--- src/rtl/io_dmem_read_arbiter.sv ---
// io_dmem_read_arbiter: shares the controller's single read request/response
// channel pair between two IO masters. Whole bursts are granted round-robin,
// one burst outstanding at a time, and each response beat is steered back to
// the master that owns the current burst.
`timescale 1ns/1ps
module io_dmem_read_arbiter #(
    parameter int AWIDTH        = 14,
    parameter int DWIDTH        = 32,
    parameter int MAX_BURST_LEN = 8
) (
    input  logic              clk,
    input  logic              rst,
    input  logic [AWIDTH-1:0] m0_req_read_addr,
    input  logic [31:0]       m0_req_read_len,
    input  logic              m0_req_read_addr_valid,
    output logic              m0_req_read_addr_ready,
    output logic [DWIDTH-1:0] m0_resp_read_data,
    output logic              m0_resp_read_data_valid,
    input  logic              m0_resp_read_data_ready,
    input  logic [AWIDTH-1:0] m1_req_read_addr,
    input  logic [31:0]       m1_req_read_len,
    input  logic              m1_req_read_addr_valid,
    output logic              m1_req_read_addr_ready,
    output logic [DWIDTH-1:0] m1_resp_read_data,
    output logic              m1_resp_read_data_valid,
    input  logic              m1_resp_read_data_ready,
    output logic [AWIDTH-1:0] req_read_addr,
    output logic [31:0]       req_read_len,
    output logic              req_read_addr_valid,
    input  logic              req_read_addr_ready,
    input  logic [DWIDTH-1:0] resp_read_data,
    input  logic              resp_read_data_valid,
    output logic              resp_read_data_ready,
    output logic              err_len
);

    localparam int BW = $clog2(MAX_BURST_LEN) + 1;

    typedef enum logic [1:0] {
        S_IDLE  = 2'd0,
        S_ISSUE = 2'd1,
        S_BURST = 2'd2
    } state_t;

    state_t            state_q, state_d;
    logic              last_q, last_d;
    logic              owner_q, owner_d;
    logic [AWIDTH-1:0] addr_q, addr_d;
    logic [31:0]       len_q, len_d;
    logic [BW-1:0]     beats_q, beats_d;
    logic              err_q, err_d;

    logic              gnt0, gnt1, gnt_any, win;
    logic [AWIDTH-1:0] win_addr;
    logic [31:0]       win_len;
    logic              win_len_ok;
    logic              in_burst;
    logic              resp_fire;

    // Grant decision: a lone requester wins; on a tie the master that was not
    // served last wins. Held off during reset so readies read 0 there.
    assign gnt0       = rst && (state_q == S_IDLE) && m0_req_read_addr_valid &&
                        (!m1_req_read_addr_valid || last_q);
    assign gnt1       = rst && (state_q == S_IDLE) && m1_req_read_addr_valid &&
                        (!m0_req_read_addr_valid || !last_q);
    assign gnt_any    = gnt0 || gnt1;
    assign win        = gnt1;
    assign win_addr   = gnt1 ? m1_req_read_addr : m0_req_read_addr;
    assign win_len    = gnt1 ? m1_req_read_len : m0_req_read_len;
    // Full 32-bit compare so large lengths never alias onto a legal value.
    assign win_len_ok = (win_len != 32'd0) && (win_len <= 32'(MAX_BURST_LEN));
    assign in_burst   = (state_q == S_BURST);
    assign resp_fire  = resp_read_data_valid && resp_read_data_ready;

    // State register: every register returns to its idle value on reset.
    always_ff @(posedge clk) begin
        if (!rst) begin
            state_q <= S_IDLE;
            last_q  <= 1'b1;
            owner_q <= 1'b0;
            addr_q  <= '0;
            len_q   <= '0;
            beats_q <= '0;
            err_q   <= 1'b0;
        end else begin
            state_q <= state_d;
            last_q  <= last_d;
            owner_q <= owner_d;
            addr_q  <= addr_d;
            len_q   <= len_d;
            beats_q <= beats_d;
            err_q   <= err_d;
        end
    end

    // Next-state logic: grant/latch in IDLE, hand-off in ISSUE, beat count in BURST.
    always_comb begin
        state_d = state_q;
        last_d  = last_q;
        owner_d = owner_q;
        addr_d  = addr_q;
        len_d   = len_q;
        beats_d = beats_q;
        err_d   = 1'b0;
        case (state_q)
            S_IDLE: begin
                if (gnt_any) begin
                    addr_d  = win_addr;
                    len_d   = win_len;
                    owner_d = win;
                    if (win_len_ok) begin
                        state_d = S_ISSUE;
                    end else begin
                        // Dropped request still counts as a turn for fairness.
                        err_d  = 1'b1;
                        last_d = win;
                    end
                end
            end
            S_ISSUE: begin
                if (req_read_addr_ready) begin
                    beats_d = len_q[BW-1:0];
                    state_d = S_BURST;
                end
            end
            S_BURST: begin
                if (resp_fire) begin
                    beats_d = beats_q - 1'b1;
                    if (beats_q == BW'(1)) begin
                        last_d  = owner_q;
                        state_d = S_IDLE;
                    end
                end
            end
            default: state_d = S_IDLE;
        endcase
    end

    // Output logic: request forwarding and combinational response routing.
    always_comb begin
        m0_req_read_addr_ready  = gnt0;
        m1_req_read_addr_ready  = gnt1;
        req_read_addr_valid     = (state_q == S_ISSUE);
        req_read_addr           = addr_q;
        req_read_len            = len_q;
        resp_read_data_ready    = in_burst && (owner_q ? m1_resp_read_data_ready
                                                       : m0_resp_read_data_ready);
        m0_resp_read_data_valid = in_burst && !owner_q && resp_read_data_valid;
        m1_resp_read_data_valid = in_burst &&  owner_q && resp_read_data_valid;
        m0_resp_read_data       = (in_burst && !owner_q) ? resp_read_data : '0;
        m1_resp_read_data       = (in_burst &&  owner_q) ? resp_read_data : '0;
        err_len                 = err_q;
    end

endmodule

--- config.mk ---
export PLATFORM = sky130hd
export DESIGN_NAME = io_dmem_read_arbiter
export DESIGN_NICKNAME = d
export VERILOG_FILES = /design/src/rtl/io_dmem_read_arbiter.sv
export SDC_FILE = /design/constraint.sdc
export NUM_CORES = 1
export LEC_CHECK = 0
export ABC_AREA = 1
export CORE_ASPECT_RATIO = 2
export CORE_MARGIN = 5
export CORE_UTILIZATION = 36
export CTS_BUF_LIST = sky130_fd_sc_hd__clkbuf_2
export CTS_CLUSTER_DIAMETER = 40
export DETAILED_ROUTE_END_ITERATION = 10
export GPL_ROUTABILITY_DRIVEN = 0
export GPL_TIMING_DRIVEN = 0
export PLACE_DENSITY = 0.92
export SETUP_SLACK_MARGIN = 0.05
export SLEW_MARGIN = 20
export SYNTH_ARGS = -nofsm -noshare
export SYNTH_HDL_FRONTEND = slang
export SYNTH_SLANG_ARGS = --single-unit
--- constraint.sdc ---
create_clock -name clk -period 2.4 [get_ports clk]
set_input_delay 0.6 -clock clk [delete_from_list [all_inputs] [get_ports clk]]
set_output_delay 0.6 -clock clk [all_outputs]
set_load 0.1 [all_outputs]
==> flow_metrics.py, run 1 <==
metrics = {
    "global_route": {
        "antenna_found_initial": 2,
        "grt_pass1_vias": 4965,
        "track_usage_pct": 29.44,
        "grt_pass1_wl_um": 26590,
        "grt_max_degree": 18,
        "overflow": 0,
    },
    "setup_path": {
        "arrival_ps": 1800,
        "worstPathCellList": "inv_4 > nand2_8 > inv_12 > nand2_8 > clkbuf_16 > nor2_4 > buf_12",
        "start_kind": "flip-flop",
        "path_max_fanout": 5,
        "cpPeakStageDelay_ps": 410,
        "path_class": "reg -> out",
        "crit_top_cell": "nand2_8",
        "critPathCaptureType": "output port",
        "crit_slowest_cell": "dfxtp_2",
        "required_ps": 1800,
    },
    "floorplanning": {
        "die_h_um": 148.2,
        "pin_count": 249,
        "core_mm2": 0.009384,
        "die_x_um": 79.12,
        "start_util_pct": 36.65,
        "design.die.area_mm2": 0.01173,
        "rows": 50,
    },
    "synth": {
        "muxShareOfSynthArea_pct": 0,
        "yosysUniqueCellTypes": 27,
        "avgSynthCellArea_um2": 5.870,
        "yosys.area.top_type_share_pct": 32.01,
        "synth_xor_area_share_pct": 0,
        "synthAdderAreaFrac_pct": 0.7275,
        "yosys-top-cells-area": "dfxtp_1 32%, nand2_1 15%, nor2_1 13%",
        "yosys.area_share.simple_pct": 34.01,
        "synth_compound_area_share_pct": 18.41,
        "ys_seq_area_share_pct": 32.01,
        "synthesis.yosys.warnings": 0,
        "yosysTopAreaCell": "dfxtp_1",
        "syn-cell-area_mm2": 0.003440,
        "synth_top_family_by_area": "simple AND/OR/NAND/NOR gates",
        "ys_seq_elements": 55,
        "synth_nets": 720,
        "syn_inst": 586,
    },
    "cts": {
        "cts_buffer_depth": 2,
        "ctsHoldBuffers": 0,
        "cts_buffers": 5,
        "cts_tree": "done",
        "htree_levels": 2,
        "clock_latency_ps": 480,
        "cts_root_buf": "clkbuf_2",
        "clk_pin_slew_ps": 280,
        "cts_num_sinks": 55,
    },
    "sta": {
        "worst_slew_margin_rel_pct": 34.09,
        "fin_setup_tns_ps": -4.381,
        "fin_crit_sh_pct": 100.2,
        "fmax_mhz": 415.9,
        "final_hold_viol_count": 0,
        "period_minus_slack_ps": 2404,
        "finalSetupViolCount": 1,
        "worst_pin_slew_ps": 992.6,
        "slew_violations": 0,
        "holdWs_ps": 490.5,
        "rsz0062_at_grt": "yes",
        "worst_slack_ps": -4.381,
        "skew_ps": 21.83,
    },
    "route": {
        "drt_first_pass_iters": 5,
        "routed_wl_um": 19690,
        "vias_per_cell": 5.260,
        "wl_per_cell_um": 20.32,
        "ant_nets": 0,
        "via_count": 5097,
        "first_iter_violations": 339,
        "drc": 0,
    },
    "pwr": {
        "irDropWorstVdd_uv": 524.7,
        "p_per_area_mw_per_mm2": 370.1,
        "leakage_nw": 3.372,
    },
    "finish": {
        "final_layout_size_suffix_gt1_share_pct": 29.35,
        "flow.area_growth_from_synthesis_pct": 118.5,
        "nets": 996,
        "n_fill_cell": 573,
    },
    "run": {
        "maxCapViolCount": 0,
    },
    "placed_design": {
        "hpwl_um": 12300,
        "io_buffer_count": 248,
        "dp_slack_ps": -1380,
    },
    "status": {
        "violations": "setup timing",
        "status": "finished with violations",
    },
    "min_path": {
        "hold_path_class": "reg -> reg",
    },
}
power breakdown:
| part | leakage [nW] | internal [W] | switching (W) |
|---|---|---|---|
| sequential | 0.456 | 0.000993 | 0.0000444 |
| clock | 0.0294 | 0.0000729 | 0.000311 |
| combinational | 2.89 | 0.000397 | 0.000963 |
per-layer routing:
layer	share of wire [%]	routed length [um]	global-route usage (%)
met5	0	0	0
met4	7.7	1507	16.70
met3	7.6	1491	5.273
met2	54	10600	55.49
met1	31	6090	29.23
layout by cell type (no fill, tap or decap), types with 19 or more instances in the layout:
master	count
buf_12	61
a21oi_1	44
clkdlybuf4s50_1	128
o21ai_0	55
nor2_1	54
inv_1	86
buf_4	19
nand2_1	135
nor2_4	62
dfxtp_1	52
clkbuf_2	33
flip-flops by register name, summed over array words and instances, names as in the netlist:
| register | count |
|---|---|
| beats_q | 4 |
| owner_q | 1 |
| req_read_addr | 14 |
| err_len | 1 |
| req_read_len | 32 |
| state_q | 2 |
| last_q | 1 |
area by class of cell:
cell class | instances | area (um^2) | share of cell area (%)
Tap cell | 104 | 130.1 | 1.732
Inverter | 93 | 367.9 | 4.895
Antenna cell | 3 | 7.507 | 0.09990
Clock inverter | 2 | 17.52 | 0.2331
Buffer | 29 | 306.5 | 4.079
Multi-Input combinational cell | 411 | 2375 | 31.60
Timing Repair Buffer | 267 | 3176 | 42.26
Clock buffer | 5 | 25.02 | 0.3330
Sequential cell | 55 | 1110 | 14.77
cell families after synthesis:
| family | Yosys count |
|---|---|
| AOI/OAI and AO/OA | 121 |
| adders and majority gates | 2 |
| buffers and inverters | 122 |
| DFF | 55 |
| and+or+nand+nor | 286 |
through the flow:
stage / cells / power [W] / instance area (um^2) / util, %
floorplan: 586 / 0.001918 / 3831 / -
global placement: 938 / 0.002375 / 6444 / 68.67
detailed placement: 938 / 0.002393 / 6444 / 68.67
CTS: 960 / 0.002773 / 7380 / 78.64
global route: 968 / 0.002896 / 7512 / 80.05
finish: 969 / 0.002781 / 7515 / 80.08
synthesized netlist by cell type:
master and count:
dfxtp_1 55, clkbuf_1 13, o21ai_1 7, nand3_1 10, nor2_1 116, nor3_1 2, ha_1 2, nor2_2 4
a221oi_1 1, buf_6 4, buf_4 3, nand4_1 4, a21oi_1 45, buf_2 9, inv_2 4, nand2_4 3
inv_1 89, o21bai_1 5, o31ai_1 1, nor2_4 1, nand2_1 139, nor2_8 1, a31oi_1 7, nand2_2 3
or2_2 2, and2_1 1, o21ai_0 55
repair_timing:
action,in CTS,in global routing
cloned,7,1
endpoints found under the setup margin,117,102
buffers inserted,8,5
resized for setup,727,88
pin swaps,5,6
worst max-delay path, delay by kind of cell, from the launching register on:
| family | cells | cell delay (ps) |
|---|---|---|
| buffers and inverters | 4 | 580 |
| flip-flops | 1 | 410 |
| AND/OR/NAND/NOR | 3 | 340 |
final timing paths:
check                                               startpoint                             end  slack (ps)  cells past startpoint
worst min register to register  req_read_addr[10]$_SDFFE_PN0P_  req_read_addr[10]$_SDFFE_PN0P_         490                      2
worst max-delay path                   state_q[0]$_SDFFE_PN0P_            m1_resp_read_data[9]          -4                      7
worst max register to register         state_q[1]$_SDFFE_PN0P_             last_q$_SDFFE_PN1P_         150                     15
worst min-delay path            req_read_addr[10]$_SDFFE_PN0P_  req_read_addr[10]$_SDFFE_PN0P_         490                      2
Note: power is estimated with default switching activity, not from simulation.
==> run 2: changes to the inputs <==
Settings changed: SETUP_SLACK_MARGIN 0.05 to 0.15.
==> run 2 against run 1 <==
Effect of this change:
- the flow still finishes with violations (setup timing)
- hold slack improved by 25 ps
- clock skew rose by 52 ps
- power rose by 11%
- critical path depth is 4 higher
- clock power rose by 40%
- non-clock buffer count grew 19
- worst setup slack got worse by 190 ps
- count of clock-buffer cells in the layout did not move
- register-to-register slack worse by 350 ps
==> flow_metrics.py, run 2 (synthesis gave the netlist of run 1 again) <==
metrics = {
    "global_route": {
        "grt_max_degree": 20,
        "grt_pass1_wl_um": 31880,
        "overflow": 0,
        "track_usage_pct": 35.83,
        "grt_pass1_vias": 5440,
        "antenna_found_initial": 2,
    },
    "route": {
        "first_iter_violations": 887,
        "vias_per_cell": 5.940,
        "drt_first_pass_iters": 8,
        "via_count": 5857,
        "drc": 0,
        "routed_wl_um": 25170,
        "ant_nets": 0,
        "wl_per_cell_um": 25.53,
    },
    "status": {
        "status": "finished with violations",
        "violations": "setup timing",
    },
    "setup_path": {
        "cp-startpoint": "state_q[1]$_SDFFE_PN0P_",
        "start_kind": "flip-flop",
        "crit_top_cell": "nor2_1",
        "rrSetupSlack_ps": -200,
        "rr_worst_depth": 11,
        "r2r-end": "req_read_addr[7]$_SDFFE_PN0P_",
        "arrival_ps": 3020,
        "cp-endpoint": "req_read_addr[7]$_SDFFE_PN0P_",
        "path_delay_family": "simple AND/OR/NAND/NOR gates",
        "required_ps": 2820,
        "path_buf_inv": 4,
        "path_class": "reg -> reg",
        "worstPathCellList": "inv_1 > nand2_1 > nor2_4 > buf_4 > nand2_4 > buf_6 > buf_2 > nor2_1 > nor2_1 > o21ai_0 > a21oi_1",
        "critPathCaptureType": "flip-flop",
        "cpPeakStageDelay_ps": 470,
        "crit_slowest_cell": "dfxtp_4",
        "cp.depth": 11,
        "timing.rr.start": "state_q[1]$_SDFFE_PN0P_",
        "path_max_fanout": 10,
    },
    "pwr": {
        "leakage_nw": 3.517,
        "irDropWorstVdd_uv": 595.3,
        "p_per_area_mw_per_mm2": 377.4,
    },
    "sta": {
        "skew_ps": 73.41,
        "worst_slack_ps": -197.9,
        "rsz0062_at_grt": "yes",
        "worst_slew_margin_rel_pct": 60.49,
        "fin_crit_sh_pct": 108.2,
        "worst_pin_slew_ps": 586.4,
        "slew_violations": 0,
        "period_minus_slack_ps": 2598,
        "final_hold_viol_count": 0,
        "fmax_mhz": 384.9,
        "finalSetupViolCount": 70,
    },
    "finish": {
        "fin_area_mm2": 0.008148,
        "final_util_pct": 86.83,
        "nets": 1014,
        "largest_reg_flops": 32,
        "final_cell_mix": "131 x nand2_1, 128 x clkdlybuf4s50_1, 86 x inv_1",
        "flow.area_growth_from_synthesis_pct": 136.9,
        "final_common_cell": "nand2_1",
        "final_layout_size_suffix_gt1_share_pct": 33.37,
    },
    "cts": {
        "cts_buffers": 5,
        "cts_root_buf": "clkbuf_2",
        "cts_tree": "done",
        "htree_levels": 2,
        "clock_latency_ps": 520,
        "cts_num_sinks": 55,
        "clk_pin_slew_ps": 370,
        "ctsHoldBuffers": 0,
        "cts_buffer_depth": 2,
    },
    "floorplanning": {
        "rows": 50,
        "die_h_um": 148.2,
        "core_mm2": 0.009384,
        "die_x_um": 79.12,
        "design.die.area_mm2": 0.01173,
        "start_util_pct": 36.65,
        "pin_count": 249,
    },
    "placed_design": {
        "hpwl_um": 12540,
        "io_buffer_count": 248,
        "placed_area_mm2": 0.006497,
    },
    "run": {
        "maxCapViolCount": 0,
    },
    "min_path": {
        "hold_path_class": "reg -> reg",
    },
}
==> run 2: cell count changes in the layout (fill, tap and decap cells not counted), sizes merged <==
cell,change
buf,+14
bufinv,+1
clkdlybuf4s15,+28
nand2,-1
clkbuf,-23
diode,-2
==> run 2: power by group <==
group          internal, W  switching, W
clock             0.000189      0.000348
combinational     0.000445       0.00104
sequential        0.000994     0.0000555
total              0.00163       0.00145
==> run 2: repair_timing <==
action	in CTS	in global routing
buffers inserted	14	18
endpoints found under the hold margin	0	0
pin swaps	14	10
setup endpoints to repair	118	90
cloned	6	1
gates resized for setup	819	42
==> run 2: worst min-delay path by stage <==
stage	endpoint	slack [ps]	cells after the start	start
floorplan	last_q$_SDFFE_PN1P_	450	2	last_q$_SDFFE_PN1P_
global placement	req_read_addr[12]$_SDFFE_PN0P_	450	2	req_read_addr[12]$_SDFFE_PN0P_
detailed placement	req_read_addr[5]$_SDFFE_PN0P_	460	2	req_read_addr[5]$_SDFFE_PN0P_
CTS	req_read_addr[5]$_SDFFE_PN0P_	480	2	req_read_addr[5]$_SDFFE_PN0P_
global route	req_read_addr[10]$_SDFFE_PN0P_	520	2	req_read_addr[10]$_SDFFE_PN0P_
finish	req_read_addr[10]$_SDFFE_PN0P_	520	2	req_read_addr[10]$_SDFFE_PN0P_
==> run 2: per-stage QoR <==
stage	setup TNS, ps	cells	power (W)	hold slack (ps)	worst slack, ps
2_1_floorplan	-2135	586	0.001920	449.7	-120.3
3_3_place_gp	-68610	938	0.002378	450.5	-1314
3_5_place_dp	-71520	938	0.002396	455.3	-1329
4_1_cts	-44.91	966	0.002921	483.7	-24.18
5_1_grt	-6031	986	0.003134	524.0	-316.4
6_report	-4552	986	0.003075	515.5	-197.9
==> run 2: final cells by class <==
class,count,area (um^2)
repair buffers,286,3696
multi-input cells,410,2445
fillers,395,1236
flip-flops and latches,55,1112
inverters,93,367.9
plain buffers,29,319.1
well taps,104,130.1
clock inverters,3,50.05
clock buffers,5,25.02
diodes,1,2.502
==> run 2: routing by layer <==
| layer | wire length [um] | track usage (%) |
|---|---|---|
| met1 | 7774 | 34.71 |
| met2 | 11750 | 62.54 |
| met3 | 2845 | 9.333 |
| met4 | 2803 | 28.40 |
| met5 | 0 | 0 |
==> run 2: tightest hold or removal path, cell delays in order, from the launching register on <==
cell	delay, ps
dfxtp_1	410
nand2_1	60
a21oi_1	60
